==> src/rtl/serial_subtractor_pkg.sv <==
// Shared definitions for the bit-serial subtractor: default widths and state encoding.
package serial_subtractor_pkg;

  localparam int unsigned ARITH_W     = 16;
  localparam int unsigned ARITH_CNT_W = 5;

  typedef enum logic [1:0] {
    ST_IDLE = 2'd0,
    ST_RUN  = 2'd1,
    ST_DONE = 2'd2
  } state_t;

endpackage

==> src/rtl/full_subtractor.sv <==
// One-bit full subtractor cell, the mirror of the full adder cell.
// Ports: A - B - Bin -> difference D, borrow-out Bout.
module full_subtractor (
  output logic Bout,
  output logic D,
  input  logic A,
  input  logic B,
  input  logic Bin
);

  assign D    = A ^ B ^ Bin;
  // Borrow when A is 0 and B is 1, or A equals B and a borrow is already owed.
  assign Bout = (~A & B) | (~(A ^ B) & Bin);

endmodule

==> src/rtl/serial_subtractor.sv <==
// Bit-serial A - B - Bin subtractor, one bit per clock, LSB first.
// Ports: clk, rst_n (sync, active-low); start/A/B/Bin request (sampled while ready);
//        ready, busy, done (one-cycle pulse), D difference, Bout final borrow.
// Optional: define SERIAL_SUBTRACTOR_OVF_EN to add V, the signed overflow flag.
module serial_subtractor
  import serial_subtractor_pkg::*;
#(
  parameter int unsigned WIDTH = ARITH_W,
  parameter int unsigned CNT_W = ARITH_CNT_W
) (
  input  logic             clk,
  input  logic             rst_n,
  input  logic             start,
  input  logic [WIDTH-1:0] A,
  input  logic [WIDTH-1:0] B,
  input  logic             Bin,
  output logic             ready,
  output logic             busy,
  output logic             done,
  output logic [WIDTH-1:0] D,
`ifdef SERIAL_SUBTRACTOR_OVF_EN
  output logic             V,
`endif
  output logic             Bout
);

  state_t             state_q;
  logic [WIDTH-1:0]   opa_q, opb_q, res_q;
  logic [WIDTH-1:0]   res_d;
  logic               borrow_q;
  logic [CNT_W-1:0]   cnt_q;
  logic               ready_q, busy_q, done_q, bout_q;
  logic [WIDTH-1:0]   d_q;
  logic               d_c, nb_c;
`ifdef SERIAL_SUBTRACTOR_OVF_EN
  logic               v_q;
`endif

  // Single subtractor cell working on the current LSBs.
  full_subtractor u_cell (
    .Bout (nb_c),
    .D    (d_c),
    .A    (opa_q[0]),
    .B    (opb_q[0]),
    .Bin  (borrow_q)
  );

  // Difference bits enter at the MSB so the LSB ends up at bit 0 after WIDTH shifts.
  assign res_d = {d_c, res_q[WIDTH-1:1]};

  // Control FSM and datapath; all outputs registered.
  always_ff @(posedge clk) begin
    if (!rst_n) begin
      state_q  <= ST_IDLE;
      opa_q    <= '0;
      opb_q    <= '0;
      res_q    <= '0;
      borrow_q <= 1'b0;
      cnt_q    <= '0;
      ready_q  <= 1'b1;
      busy_q   <= 1'b0;
      done_q   <= 1'b0;
      d_q      <= '0;
      bout_q   <= 1'b0;
`ifdef SERIAL_SUBTRACTOR_OVF_EN
      v_q      <= 1'b0;
`endif
    end else begin
      done_q <= 1'b0;
      case (state_q)
        ST_IDLE, ST_DONE: begin
          if (start) begin
            opa_q    <= A;
            opb_q    <= B;
            borrow_q <= Bin;
            cnt_q    <= '0;
            state_q  <= ST_RUN;
            ready_q  <= 1'b0;
            busy_q   <= 1'b1;
          end else begin
            state_q  <= ST_IDLE;
          end
        end
        ST_RUN: begin
          opa_q    <= opa_q >> 1;
          opb_q    <= opb_q >> 1;
          res_q    <= res_d;
          borrow_q <= nb_c;
          cnt_q    <= cnt_q + CNT_W'(1);
          if (cnt_q == CNT_W'(WIDTH - 1)) begin
            state_q <= ST_DONE;
            ready_q <= 1'b1;
            busy_q  <= 1'b0;
            done_q  <= 1'b1;
            d_q     <= res_d;
            bout_q  <= nb_c;
`ifdef SERIAL_SUBTRACTOR_OVF_EN
            // Borrow into the MSB differs from borrow out of it on signed overflow.
            v_q     <= borrow_q ^ nb_c;
`endif
          end
        end
        default: begin
          state_q <= ST_IDLE;
          ready_q <= 1'b1;
          busy_q  <= 1'b0;
        end
      endcase
    end
  end

  assign ready = ready_q;
  assign busy  = busy_q;
  assign done  = done_q;
  assign D     = d_q;
  assign Bout  = bout_q;
`ifdef SERIAL_SUBTRACTOR_OVF_EN
  assign V     = v_q;
`endif

endmodule

==> config.mk <==
export PLATFORM = sky130hd
export DESIGN_NAME = serial_subtractor
export DESIGN_NICKNAME = d
export VERILOG_FILES = /design/src/rtl/serial_subtractor_pkg.sv /design/src/rtl/full_subtractor.sv /design/src/rtl/serial_subtractor.sv
export SDC_FILE = /design/constraint.sdc
export NUM_CORES = 1
export LEC_CHECK = 0
export CAP_MARGIN = 20
export CORE_UTILIZATION = 45
export CTS_CLUSTER_SIZE = 25
export DETAILED_ROUTE_END_ITERATION = 6
export PLACE_DENSITY = 0.69
export SLEW_MARGIN = 10
export SYNTH_ARGS = -nofsm -noshare
export SYNTH_HDL_FRONTEND = slang
export SYNTH_SLANG_ARGS = --single-unit
==> constraint.sdc <==
create_clock -name clk -period 3.8 [get_ports clk]
set_input_delay 0.76 -clock clk [delete_from_list [all_inputs] [get_ports clk]]
set_output_delay 0.76 -clock clk [all_outputs]
set_load 0.01 [all_outputs]
==> results.json, run 1 <==
{
  "setup_viol": 0,
  "min_path_type": "reg -> reg",
  "vias_per_cell": 5.41,
  "leakagePower_nw": 1.26,
  "die_h_um": 82.2,
  "cp_slowest_cell": "nor2b_2",
  "synth_area_per_cell_sq_um": 8.50,
  "min_period_ns": 2.20,
  "maxCapViolations": 0,
  "cts_resized": 0,
  "slowest_delay_ns": 0.61,
  "cts_max_level": 3,
  "ys_async_sr_fraction_pct": 0,
  "drtIter0Drc": 126,
  "post-cts-setup-buffer-count": 0,
  "relSlewSlack_pct": 50.5,
  "ys_seq_area_share_pct": 51.8,
  "layout_setup_ws_ns": 1.60,
  "num_vias": 2506,
  "overflow": 0,
  "routedWlPerCell_um": 13.1,
  "fmax_mhz": 455,
  "netlist_area_sq_um": 2900,
  "syn_to_final_growth_pct": 26.0,
  "antenna_found_initial": 0,
  "placementRows": 28,
  "finish.instance_area_sq_um": 3650,
  "r2r_cells": 6,
  "gp_congestion": 0.704,
  "dpl_worst_slack_ns": 1.21,
  "synth_edf_count": 0,
  "cts.path.max_buffers": 2,
  "grt_max_degree": 51,
  "io_buffers": 55,
  "cts_root_buf": "clkbuf_8",
  "r2r-start": "cnt_q[0]",
  "p_per_area_nw_per_um2": 438,
  "drt_wl_total_um": 6080,
  "r2r_setup_slack_ns": 1.84,
  "dieArea_sq_um": 6760,
  "holdPathStages": 2,
  "place_area_sq_um": 3440,
  "antenna_cells": 0,
  "worstPathRequired_ns": 4.08,
  "hold_violations": 0,
  "hold_buffers": 0,
  "path_cells": "clkdlybuf4s50_1 -> nor2b_2 -> buf_4 -> a22oi_1 -> a21oi_1",
  "nFillCells": 565,
  "die_x_um": 82.2,
  "num_io_pins": 56,
  "first_pass_iters": 4,
  "total_power_mw": 1.60,
  "yosysTopAreaCellShare_pct": 51.8,
  "post-synth-top-count-cell": "dfxtp_1",
  "yosysWarnings": 0,
  "grt_pass1_vias": 2336,
  "grtUsageTotal_pct": 19.7,
  "path_clk_slew_ns": 0.08,
  "setup_tns_ns": 0,
  "dp_hpwl_um": 3690,
  "period_share_pct": 57.9,
  "ys_top_cells_by_area": "dfxtp_1 (52%), a21oi_1 (12%), nand2_1 (8.5%)",
  "insertion_delay_ns": 0.34,
  "start_kind": "input pin",
  "cts_sinks": 75,
  "holdWs_ns": 0.455,
  "tritoncts": "built",
  "skew_ns": 0.00449,
  "drive_gt1_share_pct": 6.96,
  "tightest_slew_ns": 0.740,
  "cp.arrival_ns": 2.48,
  "regArea_sq_um": 1500,
  "crit_type": "in -> reg",
  "rsz0062_at_grt": "no",
  "drcViolationCount": 0,
  "synth_cell_types": 30,
  "yosys-top-cells-count": "dfxtp_1 (75), a21oi_1 (70), nand2_1 (66)",
  "status": "complete, no violations",
  "peakVddDrop_mv": 0.342,
  "drv_slew": 0,
  "synth_area_leader_cell": "dfxtp_1",
  "synth_nets": 380,
  "start_util_pct": 47.8,
  "nNetsFinal": 422,
  "grt_pass1_wl_um": 10100,
  "coreArea_sq_um": 6060,
  "hold_end": "D[9]",
  "numCtsBuffers": 9,
  "hp-start": "D[9]",
  "syn_inst": 341,
  "cp_max_fo": 18,
  "multi_input_area_sq_um": 1240,
  "ant_nets": 0,
  "synthFlopType": "dfxtp_1",
  "worstReg2RegEnd": "D[8]",
  "crit_path_end_kind": "register",
  "ys_seq_elements": 75
}
cell usage in the layout (no fill, tap or decap), drive strengths merged, types with 5 or more instances in the layout:
master / n
nand2b: 5
clkbuf: 11
dfxtp: 75
a21oi: 70
buf: 6
a22oi: 30
nand2: 66
inv: 5
clkdlybuf4s50: 55
nand3: 37
nor2: 5
area by class of cell:
| class | instances | area share (%) |
|---|---|---|
| sequential | 75 | 41.1 |
| timing repair buffer | 61 | 16.6 |
| multi-input combinational | 231 | 33.8 |
| tap | 75 | 2.57 |
| clock inverter | 5 | 1.44 |
| clock buffer | 11 | 3.87 |
| inverter | 5 | 0.514 |
how the worst max path moves through the flow:
| stage | start | endpoint | slack (ns) | cells past startpoint |
|---|---|---|---|---|
| floorplan | cnt_q[0] | D[10] | 2.19 | 8 |
| global placement | start | opa_q[14] | 1.28 | 5 |
| detailed placement | start | opa_q[9] | 1.21 | 5 |
| CTS | start | opa_q[10] | 1.57 | 5 |
| global route | start | opa_q[5] | 1.51 | 5 |
| finish | start | opa_q[10] | 1.60 | 5 |
metal layers:
| metal | vias to the layer above | routed length [um] | GRT usage [%] |
|---|---|---|---|
| met3 | 10 | 309 | 7.36 |
| met2 | 61 | 3000 | 34.1 |
| met4 | 0 | 80 | 5.96 |
| li1 | 1270 | - | - |
| met1 | 1165 | 2690 | 22.5 |
| met5 | - | 0 | 0 |
logic make-up after synthesis:
group	count (synthesis)	share of synthesized area [%]
flops	75	51.8
compound gates	106	21.5
mux	2	0.863
buf+inv	35	5.96
simple gates	120	18.3
fa+ha+maj	3	1.55
power by group:
group / total, mW / switching, mW / internal [mW]
clock network: 0.599 / 0.281 / 0.318
registers: 0.834 / 0.0180 / 0.816
logic: 0.168 / 0.0890 / 0.0786
through the flow:
step	utilization (%)	cells
floorplan	-	341
global placement	56.7	446
detailed placement	56.7	446
CTS	59.9	462
global route	60.3	463
finish	60.3	463
sequential cells by signal, indices dropped and copies added, names as in the netlist:
name and flops:
busy 1, cnt_q 5, state_q 2, opa_q 16, opb_q 16, Bout 1, D 16, ready 1
borrow_q 1, done 1, res_q 15
critical path, delay by kind of cell:
family          cells  cell delay (ns)
compound gates      2             0.23
buf+inv             2             0.87
simple gates        1             0.61
Power figures use the tool's default switching activity.
==> run 2, diff against run 1 <==
--- a/config.mk
+++ b/config.mk
@@ -9,7 +9,7 @@
 export CORE_UTILIZATION = 45
 export CTS_CLUSTER_SIZE = 25
 export DETAILED_ROUTE_END_ITERATION = 6
-export PLACE_DENSITY = 0.69
+export PLACE_DENSITY = 0.72
 export SLEW_MARGIN = 10
 export SYNTH_ARGS = -nofsm -noshare
 export SYNTH_HDL_FRONTEND = slang
==> constraint.sdc (replaced) <==
create_clock -name clk -period 1.96 [get_ports clk]
set_input_delay 0.392 -clock clk [delete_from_list [all_inputs] [get_ports clk]]
set_output_delay 0.392 -clock clk [all_outputs]
set_load 0.01 [all_outputs]
==> run 2 against run 1 <==
Effect of this change:
- sequential share of layout area down 0.80 points
- final cell count grew 1.3%
- design area rose by 2.0%
- clock power increased by 110%
- core utilization grew 1.2 points
- critical path depth up 2
- wire length barely moved
- non-clock buffer count is 6 higher
- total power is 100% higher
- first-iteration DRC count grew 5.6%
==> results.json, run 2 (synthesized netlist as in run 1, its figures left out) <==
{
  "status": "complete, no violations",
  "rsz0062_at_grt": "no",
  "setup_viol": 0,
  "placementRows": 28,
  "relSlewSlack_pct": 74.7,
  "start_kind": "register",
  "layout_common_cells": "dfxtp_1 (75), a21oi_1 (70), nand2_1 (66), clkdlybuf4s50_1 (55), nand3_1 (37)",
  "cp_common_cell": "ha_1",
  "drv_slew": 0,
  "crit_family": "adder cells",
  "worstPathRequired_ns": 2.22,
  "vias_per_cell": 5.43,
  "drt_wl_total_um": 6080,
  "crit_path_end_kind": "register",
  "maxCapViolations": 0,
  "cts_resized": 0,
  "routedWlPerCell_um": 13.0,
  "period_share_pct": 86.0,
  "total_power_mw": 3.21,
  "p_per_area_nw_per_um2": 861,
  "path_cells": "ha_1 -> and3_1 -> ha_1 -> and3b_1 -> buf_4 -> nor2_1 -> a211oi_1",
  "cp_max_fo": 8,
  "tightest_slew_ns": 0.380,
  "drcViolationCount": 0,
  "path_clk_slew_ns": 0.07,
  "overflow": 0,
  "cts.path.max_buffers": 2,
  "antenna_found_initial": 0,
  "fmax_mhz": 593,
  "coreArea_sq_um": 6060,
  "setup_tns_ns": 0,
  "antenna_cells": 0,
  "io_buffers": 55,
  "crit_type": "reg -> reg",
  "grtUsageTotal_pct": 19.7,
  "die_h_um": 82.2,
  "insertion_delay_ns": 0.35,
  "die_x_um": 82.2,
  "nNetsFinal": 428,
  "num_io_pins": 56,
  "skew_ns": 0.00775,
  "peakVddDrop_mv": 0.571,
  "layout_commonest_cell": "dfxtp_1",
  "place_area_sq_um": 3520,
  "cp.buffers_inverters": 1,
  "leakagePower_nw": 1.30,
  "cp_slowest_cell": "dfxtp_1",
  "holdWs_ns": 0.453,
  "cts_max_level": 3,
  "start_util_pct": 47.8,
  "min_path_type": "reg -> reg",
  "hold_buffers": 0,
  "grt_pass1_vias": 2340,
  "gp_congestion": 0.714,
  "drtIter0Drc": 133,
  "min_period_ns": 1.69,
  "first_pass_iters": 5,
  "drive_gt1_share_pct": 8.12,
  "dieArea_sq_um": 6760,
  "cts_root_buf": "clkbuf_8",
  "ant_nets": 0,
  "cp.arrival_ns": 1.95,
  "cts_sinks": 75,
  "tritoncts": "built",
  "grt_max_degree": 48,
  "slowest_delay_ns": 0.38,
  "num_vias": 2545,
  "hold_violations": 0,
  "finish.instance_area_sq_um": 3720,
  "grt_pass1_wl_um": 10100,
  "dp_hpwl_um": 3770,
  "nFillCells": 564,
  "post-cts-setup-buffer-count": 0,
  "numCtsBuffers": 9,
  "syn_to_final_growth_pct": 28.5
}
## run 2: cell count changes in the layout (fill, tap and decap cells not counted)
cell,before,now
buf_4,5,10
clkinv_2,3,2
clkbuf_8,10,9
buf_12,1,2
clkbuf_1,1,2
bufinv_16,1,2
## run 2: final cells by class
type	count	area, sq um	share of cell area [%]
Inverter	5	18.8	0.504
Sequential cell	75	1500	40.3
Multi-Input combinational cell	231	1240	33.2
Tap cell	75	93.8	2.52
Timing Repair Buffer	67	666	17.9
Clock inverter	5	77.6	2.08
Clock buffer	11	131	3.53
## run 2: worst paths after layout
kind	slack, ns	depth (start not counted)	start	endpoint
min reg2reg	0.45	2	D[7]	D[7]
max reg2reg	0.27	7	cnt_q[0]	Bout
min	0.45	2	D[7]	D[7]
max	0.27	7	cnt_q[0]	Bout
## run 2: worst register-to-register path: stages, from the launching register on
cell      delay, ns
dfxtp_1        0.38
ha_1           0.20
and3_1         0.17
ha_1           0.25
and3b_1        0.21
buf_4          0.16
nor2_1         0.05
a211oi_1       0.19
## run 2: report_power, final
group	internal (mW)	switching, mW
logic	0.161	0.174
registers	1.58	0.0353
clock network	0.713	0.544
total	2.46	0.753
## run 2: stage by stage
step / utilization (%) / setup WS [ns] / cells
finish: 61.5 / 0.274 / 469
global route: 61.5 / 0.129 / 469
CTS: 61.5 / 0.292 / 469
detailed placement: 58.0 / 0.246 / 453
global placement: 58.0 / 0.320 / 453
floorplan: - / 0.349 / 341
## run 2: metal layers
metal / GRT usage (%) / up-vias / routed length, um
met5: 0 / - / 0
met4: 6.84 / 0 / 77
met3: 7.91 / 8 / 324
met2: 33.2 / 64 / 2970
met1: 22.5 / 1196 / 2700
li1: - / 1277 / -
